**src/rtl/dmem_arbiter.sv**
```systemverilog
// dmem_arbiter: shares one data memory between the load/store path (requester 0)
// and the test/program loader (requester 1). Round-robin arbitration, one
// registered ACCESS cycle, then a registered RESP cycle with done/err/rdata.
// Optional build macro: DMEM_ARB_FIXED_PRIO_EN (requester 0 always wins a tie).
module dmem_arbiter #(
  parameter int WIDTH = 32,
  parameter int SIZE  = 6
) (
  input  logic             clk,
  input  logic             reset,
  input  logic [1:0]       req,
  input  logic [1:0]       we,
  input  logic [WIDTH-1:0] addr0,
  input  logic [WIDTH-1:0] addr1,
  input  logic [WIDTH-1:0] wdata0,
  input  logic [WIDTH-1:0] wdata1,
  output logic [1:0]       gnt,
  output logic [1:0]       done,
  output logic             err,
  output logic [WIDTH-1:0] rdata,
  output logic             mem_we,
  output logic [WIDTH-1:0] mem_a,
  output logic [WIDTH-1:0] mem_wd,
  input  logic [WIDTH-1:0] mem_rd
);

  typedef enum logic [1:0] {IDLE, ACCESS, RESP} state_t;

  state_t           state_q;
  logic             owner_q;
  logic             write_q;
  logic             reject_q;
`ifndef DMEM_ARB_FIXED_PRIO_EN
  logic             lastServed_q;
`endif
  logic [1:0]       gnt_q;
  logic [1:0]       done_q;
  logic             err_q;
  logic             memWe_q;
  logic [WIDTH-1:0] memA_q;
  logic [WIDTH-1:0] memWd_q;
  logic [WIDTH-1:0] rdata_q;

  logic             winner_d;
  logic             reject_d;
  logic [WIDTH-1:0] addrWin_d;

  // Pick the winner among pending requests and classify its address.
  always_comb begin
    winner_d = 1'b0;
    if (req[0] && req[1]) begin
`ifdef DMEM_ARB_FIXED_PRIO_EN
      winner_d = 1'b0;
`else
      winner_d = ~lastServed_q;
`endif
    end else begin
      winner_d = req[1];
    end
    addrWin_d = winner_d ? addr1 : addr0;
    reject_d  = (addrWin_d[1:0] != 2'b00) || ((addrWin_d >> (SIZE + 2)) != '0);
  end

  // IDLE/ACCESS/RESP sequencer; every output is registered here.
  always_ff @(posedge clk or negedge reset) begin
    if (!reset) begin
      state_q      <= IDLE;
      owner_q      <= 1'b0;
      write_q      <= 1'b0;
      reject_q     <= 1'b0;
`ifndef DMEM_ARB_FIXED_PRIO_EN
      lastServed_q <= 1'b1;
`endif
      gnt_q        <= 2'b00;
      done_q       <= 2'b00;
      err_q        <= 1'b0;
      memWe_q      <= 1'b0;
      memA_q       <= '0;
      memWd_q      <= '0;
      rdata_q      <= '0;
    end else begin
      unique case (state_q)
        IDLE, RESP: begin
          done_q <= 2'b00;
          err_q  <= 1'b0;
          if (|req) begin
            state_q  <= ACCESS;
            owner_q  <= winner_d;
            write_q  <= we[winner_d];
            reject_q <= reject_d;
            gnt_q    <= winner_d ? 2'b10 : 2'b01;
            memWe_q  <= we[winner_d] & ~reject_d;
            memA_q   <= addrWin_d;
            memWd_q  <= winner_d ? wdata1 : wdata0;
          end else begin
            state_q <= IDLE;
            gnt_q   <= 2'b00;
          end
        end
        ACCESS: begin
          state_q      <= RESP;
          gnt_q        <= 2'b00;
          memWe_q      <= 1'b0;
          memA_q       <= '0;
          memWd_q      <= '0;
          done_q       <= owner_q ? 2'b10 : 2'b01;
          err_q        <= reject_q;
`ifndef DMEM_ARB_FIXED_PRIO_EN
          lastServed_q <= owner_q;
`endif
          if (reject_q) begin
            rdata_q <= '0;
          end else if (!write_q) begin
            rdata_q <= mem_rd;
          end
        end
        default: begin
          state_q <= IDLE;
        end
      endcase
    end
  end

  assign gnt    = gnt_q;
  assign done   = done_q;
  assign err    = err_q;
  assign rdata  = rdata_q;
  assign mem_we = memWe_q;
  assign mem_a  = memA_q;
  assign mem_wd = memWd_q;

endmodule

```
**config.mk**
```make
export PLATFORM = sky130hd
export DESIGN_NAME = dmem_arbiter
export DESIGN_NICKNAME = d
export VERILOG_FILES = /design/src/rtl/dmem_arbiter.sv
export SDC_FILE = /design/constraint.sdc
export NUM_CORES = 1
export LEC_CHECK = 0
export ABC_AREA = 1
export BUFFER_PORTS_ARGS = -buffer_cell sky130_fd_sc_hd__buf_2
export CAP_MARGIN = 20
export CELL_PAD_IN_SITES_DETAIL_PLACEMENT = 2
export CELL_PAD_IN_SITES_GLOBAL_PLACEMENT = 2
export CORE_UTILIZATION = 26
export CTS_CLUSTER_DIAMETER = 40
export CTS_CLUSTER_SIZE = 40
export DETAILED_ROUTE_END_ITERATION = 12
export PLACE_DENSITY_LB_ADDON = 0.25
export REMOVE_ABC_BUFFERS = 1
export SYNTH_ARGS = -nofsm -noshare
export SYNTH_HDL_FRONTEND = slang
export SYNTH_SLANG_ARGS = --single-unit
```
**constraint.sdc**
```tcl
create_clock -name clk -period 3.6 [get_ports clk]
set_input_delay 0.54 -clock clk [delete_from_list [all_inputs] [get_ports clk]]
set_output_delay 0.54 -clock clk [all_outputs]
set_load 0.005 [all_outputs]
```
# Yosys cells after proc, flatten, opt, wreduce, memory -nomap -nowiden

Cells that the tools add are included.

Bits in registers: 108
Input bits: 166
Output and inout port bits: 102
Logic and storage cells: 52

Order comparisons: 1
Equality and inequality tests: 4
Mux-type cells: 21
Bitwise gates (word level): 3
Reductions and logical operators: 11

Operators by type and width:

| cell                 | count |
|---|---|
| $mux W32             | 6 |
| $pmux W32 S2         | 2 |
| $reduce_bool A32 Y1  | 1 |
| $pmux W2 S2          | 3 |
| $mux W2              | 3 |
| $reduce_and A2 Y1    | 3 |
| $mux W1              | 5 |
| $pmux W1 S2          | 2 |
| $reduce_bool A2 Y1   | 2 |
| $reduce_or A2 Y1     | 2 |
| $eq A2 B1 Y1 const B | 1 |
| $eq A2 B2 Y1 const B | 1 |
| $logic_not A2 Y1     | 1 |
| $lt A1 B2 Y1 const B | 1 |
| $ne A2 B1 Y1 const B | 1 |
| $ne A2 B2 Y1 const B | 1 |
| $not A1 Y1           | 2 |
| $and A1 B1 Y1        | 1 |
| $logic_and A1 B1 Y1  | 1 |
| $logic_or A1 B1 Y1   | 1 |

# Logic depth before layout (Yosys ltp)

Word-level depth: 9
Gate-level depth with buffers: 12
Mapped depth without buffers: 11

# Worst setup path before layout

No wires, ideal clock.

Path type: input-to-reg
Start point: in req[0]
End point: reg reject_q
Library setup time: 0.117 ns
Arrival time: 1.385 ns
Data required time: 3.483 ns
Setup slack: 2.098 ns
Stages: 11
Buffers on the path: 1
Cells stage by stage: nand2_2 > buf_2 > nand3_1 > nand2_1 > nand2_1 > nor2_1 > nand2_1 > nor2_2 > nand2_1 > nand2_1 > nand2_1

Longest elaborated chain between the ends: 5
Elaborated cells between the ends (all ways): 8
Classes of those cells: mux (2); reduce/logical (6)

RTL lines:

| item                                                             | line | RTL |
|---|---|---|
| start, declared                                                  | 11   | `input logic [1:0] req,` |
| $logic_and A1 B1 Y1                                              | 51   | `if (req[0] && req[1]) begin` |
| $mux W1                                                          | 51   |  |
| $mux W32                                                         | 60   | `addrWin_d = winner_d ? addr1 : addr0;` |
| $reduce_bool A32 Y1 / $reduce_bool A2 Y1 (equally long branches) | 61   | `reject_d = (addrWin_d[1:0] != 2'b00) \|\| ((addrWin_d >> (SIZE + 2)) != '0);` |
| $logic_or A1 B1 Y1                                               | 61   |  |
| end signal, assigned                                             | 90   | `reject_q <= reject_d;` |
| end, declared                                                    | 32   | `logic reject_q;` |

Parallel ways exist; a longest one is shown, timed or not.
A chain may end at the register's enable or synchronous reset.

# Worst setup path in the final report

Start point: reg lastServed_q
End point: reg reject_q

Longest elaborated chain between the ends: 5
Elaborated cells between the ends (all ways): 6
Classes of those cells: mux (2); bitwise (1); reduce/logical (3)

RTL lines:

| item                                                             | line | RTL |
|---|---|---|
| start, declared                                                  | 34   | `logic lastServed_q;` |
| start signal, assigned                                           | 109  | `lastServed_q <= owner_q;` |
| $not A1 Y1 *                                                     | 55   | `winner_d = ~lastServed_q;` |
| $mux W1 *                                                        | 51   |  |
| $mux W32 *                                                       | 60   |  |
| $reduce_bool A32 Y1 / $reduce_bool A2 Y1 (equally long branches) | 61   |  |
| $logic_or A1 B1 Y1 *                                             | 61   |  |

Mark *: on every way between the ends. The rest lies on a longest branch, timed or not.

==> flow_metrics.tcl <==
set metrics [dict create \
    status "finished, final reports clean" \
    cts_tree "done" \
    die_y_um 140.2 \
    ioPinCount 268 \
    syn_avg_cell_area_um2 8.277 \
    drc_errors 0 \
    tightest_slew_ns 0.7929 \
    die_area_um2 19660 \
    ant_nets 0 \
    routed_via_density 4.740 \
    clkTransAtPathRegs_ns 0.07 \
    area_growth_pct 36.58 \
    clock_latency_ns 0.35 \
    period_minus_slack_ns 2.341 \
    start_util_pct 26.55 \
    wl_um 19020 \
    netlist_area_um2 4966 \
    cp.required_ns 3.89 \
    fmax_ghz 0.4271 \
    grt_setup_unrepaired "no" \
    place_ws_ns 1.089 \
    firstDrtPassIters 4 \
    finalSetupViolCount 0 \
    final.setup.tns_ns 0 \
    crit_family "simple AND/OR/NAND/NOR gates" \
    min_path_type "input port to asynchronous set/reset pin" \
    end_kind "flip-flop" \
    path_buf_inv 1 \
    drtIter0Drc 191 \
    hpwl_um 13930 \
    grt_usage_pct 19.65 \
    wl_per_cell_um 17.50 \
    antenna_found_initial 1 \
    htreeDepth 3 \
    vias 5152 \
    setup_ws_ns 1.259 \
    synth_cell_types 23 \
    yosys_register_bits 108 \
    slew_viol_final 0 \
    holdWs_ns 0.2532 \
    grt_max_degree 57 \
    power_density_nw_per_um2 546.9 \
    critical_path.slowest_cell "dfstp_2" \
    io_buffers 267 \
    gr-total-overflow 0 \
    drv_cap 0 \
    vdd_ir_drop_max_uv 220.5 \
    yosysSeqAreaShare_pct 54.45 \
    fin_nets 1013 \
    cts_made_buffers 9 \
    drive_gt1_share_pct 35.45 \
    dp.cells 1070 \
    clockBufferDepth 2 \
    max_stage_delay_ns 0.57 \
    hold_buffers 0 \
    cts_sinks 108 \
    globalplace.congestion 0.7705 \
    die_x_um 140.2 \
    crit_top_cell "nand2_1" \
    place_area_um2 6476 \
    cts_setup_buffers 0 \
    fp-row-count 50 \
    cts_root_buf "clkbuf_16" \
    fin_cells 1087 \
    startpoint_type "flip-flop" \
    coreArea_um2 18710 \
    path_cells "nand2_2 > nand2_4 > buf_4 > nand2_1 > nand2_1 > nor2_1 > nand2_1 > nor2_2 > nand2_1 > nand2_1 > nand2_1" \
    p_leak_nw 3.600 \
    grt_pass1_wl_um 29900 \
    synthCells 600 \
    hold_viol 0 \
    slew_headroom_pct 47.14 \
    final_util_pct 36.26 \
    power_mw 3.710 \
    grt_pass1_vias 5584 \
    cts_resized 0 \
    crit_fanout 51 \
    finalCritPeriodShare_pct 65.03 \
    finClkSkew_ns 0.005739 \
    yosysWarnings 0 \
    final_area_um2 6783 \
    crit_type "flip-flop to flip-flop" \
    critPathArrivalTime_ns 2.63 \
]
state kept, by name, indices dropped and copies added (netlist names):
signal        flops
done              2
lastServed_q      1
owner_q           1
rdata            32
mem_wd           32
gnt               2
mem_a            32
write_q           1
err               1
reject_q          1
mem_we            1
state_q           2
power by group:
part / leakage [nW] / internal [mW] / switching [mW]
Clock: 0.150 / 0.582 / 0.482
Sequential: 1.37 / 1.48 / 0.161
Combinational: 2.08 / 0.410 / 0.595
cell type report:
class                   instances  area (um^2)
fillers                      2207        11920
repair buffers                275         1424
well taps                     234        292.8
clock buffers                  13        260.3
clock inverters                 3        43.79
flip-flops and latches        108         2704
inverters                      55        206.4
multi-input cells             398         1849
diodes                          1        2.502
logic make-up after synthesis:
logic type	Yosys count	share of synthesized area, %
AND/OR/NAND/NOR	257	22.07
AO/OA/AOI/OAI	141	15.02
flip-flops	108	54.45
buffers and inverters	94	8.465
final timing paths:
check	endpoint	start	depth (start not counted)	slack, ns
worst max register to register	reject_q	lastServed_q	11	1.26
min in group clk	rdata[26]	mem_rd[26]	3	0.43
worst min-delay path	mem_wd[19]	reset	1	0.25
worst max-delay path	reject_q	lastServed_q	11	1.26
worst min register to register	mem_a[28]	mem_a[28]	2	0.47
max in group asynchronous	mem_wd[6]	reset	2	2.55
per-layer routing:
metal	vias up	global-route usage [%]	share of wire (%)
met5	-	0	0
met4	0	7.577	2.2
met3	26	3.145	4.6
met2	165	34.37	51
met1	2536	24.22	42
li1	2425	-	-
cell usage after synthesis (all sizes together):
cell | count | area share [%]
nand3b | 15 | 2.3
buf | 22 | 3.0
nand3 | 46 | 4.6
o21ai | 132 | 13
inv | 54 | 4.1
nand2 | 145 | 11
dfstp | 1 | 0.53
a22o | 6 | 1.1
clkinv | 1 | 0.076
a21oi | 2 | 0.43
a21o | 1 | 0.15
nor2 | 51 | 4.0
dfrtp | 107 | 54
clkbuf | 17 | 1.3
placed cells by master, fill, tap and decap left out, types with 3 or more instances in the layout:
cell type,count
a22o_1,6
buf_2,266
buf_4,7
clkbuf_16,9
dfrtp_1,107
inv_1,50
inv_2,4
nand2_1,143
nand3_1,46
nand3b_1,15
nor2_1,47
nor2_2,3
o21ai_0,124
o21ai_1,7
worst reg2reg max path: stages, from the launching register on:
cell	delay, ns
dfstp_2	0.57
nand2_2	0.29
nand2_4	0.31
buf_4	0.49
nand2_1	0.16
nand2_1	0.12
nor2_1	0.06
nand2_1	0.08
nor2_2	0.05
nand2_1	0.05
nand2_1	0.05
nand2_1	0.07
Note: power is estimated with default switching activity, not from simulation.
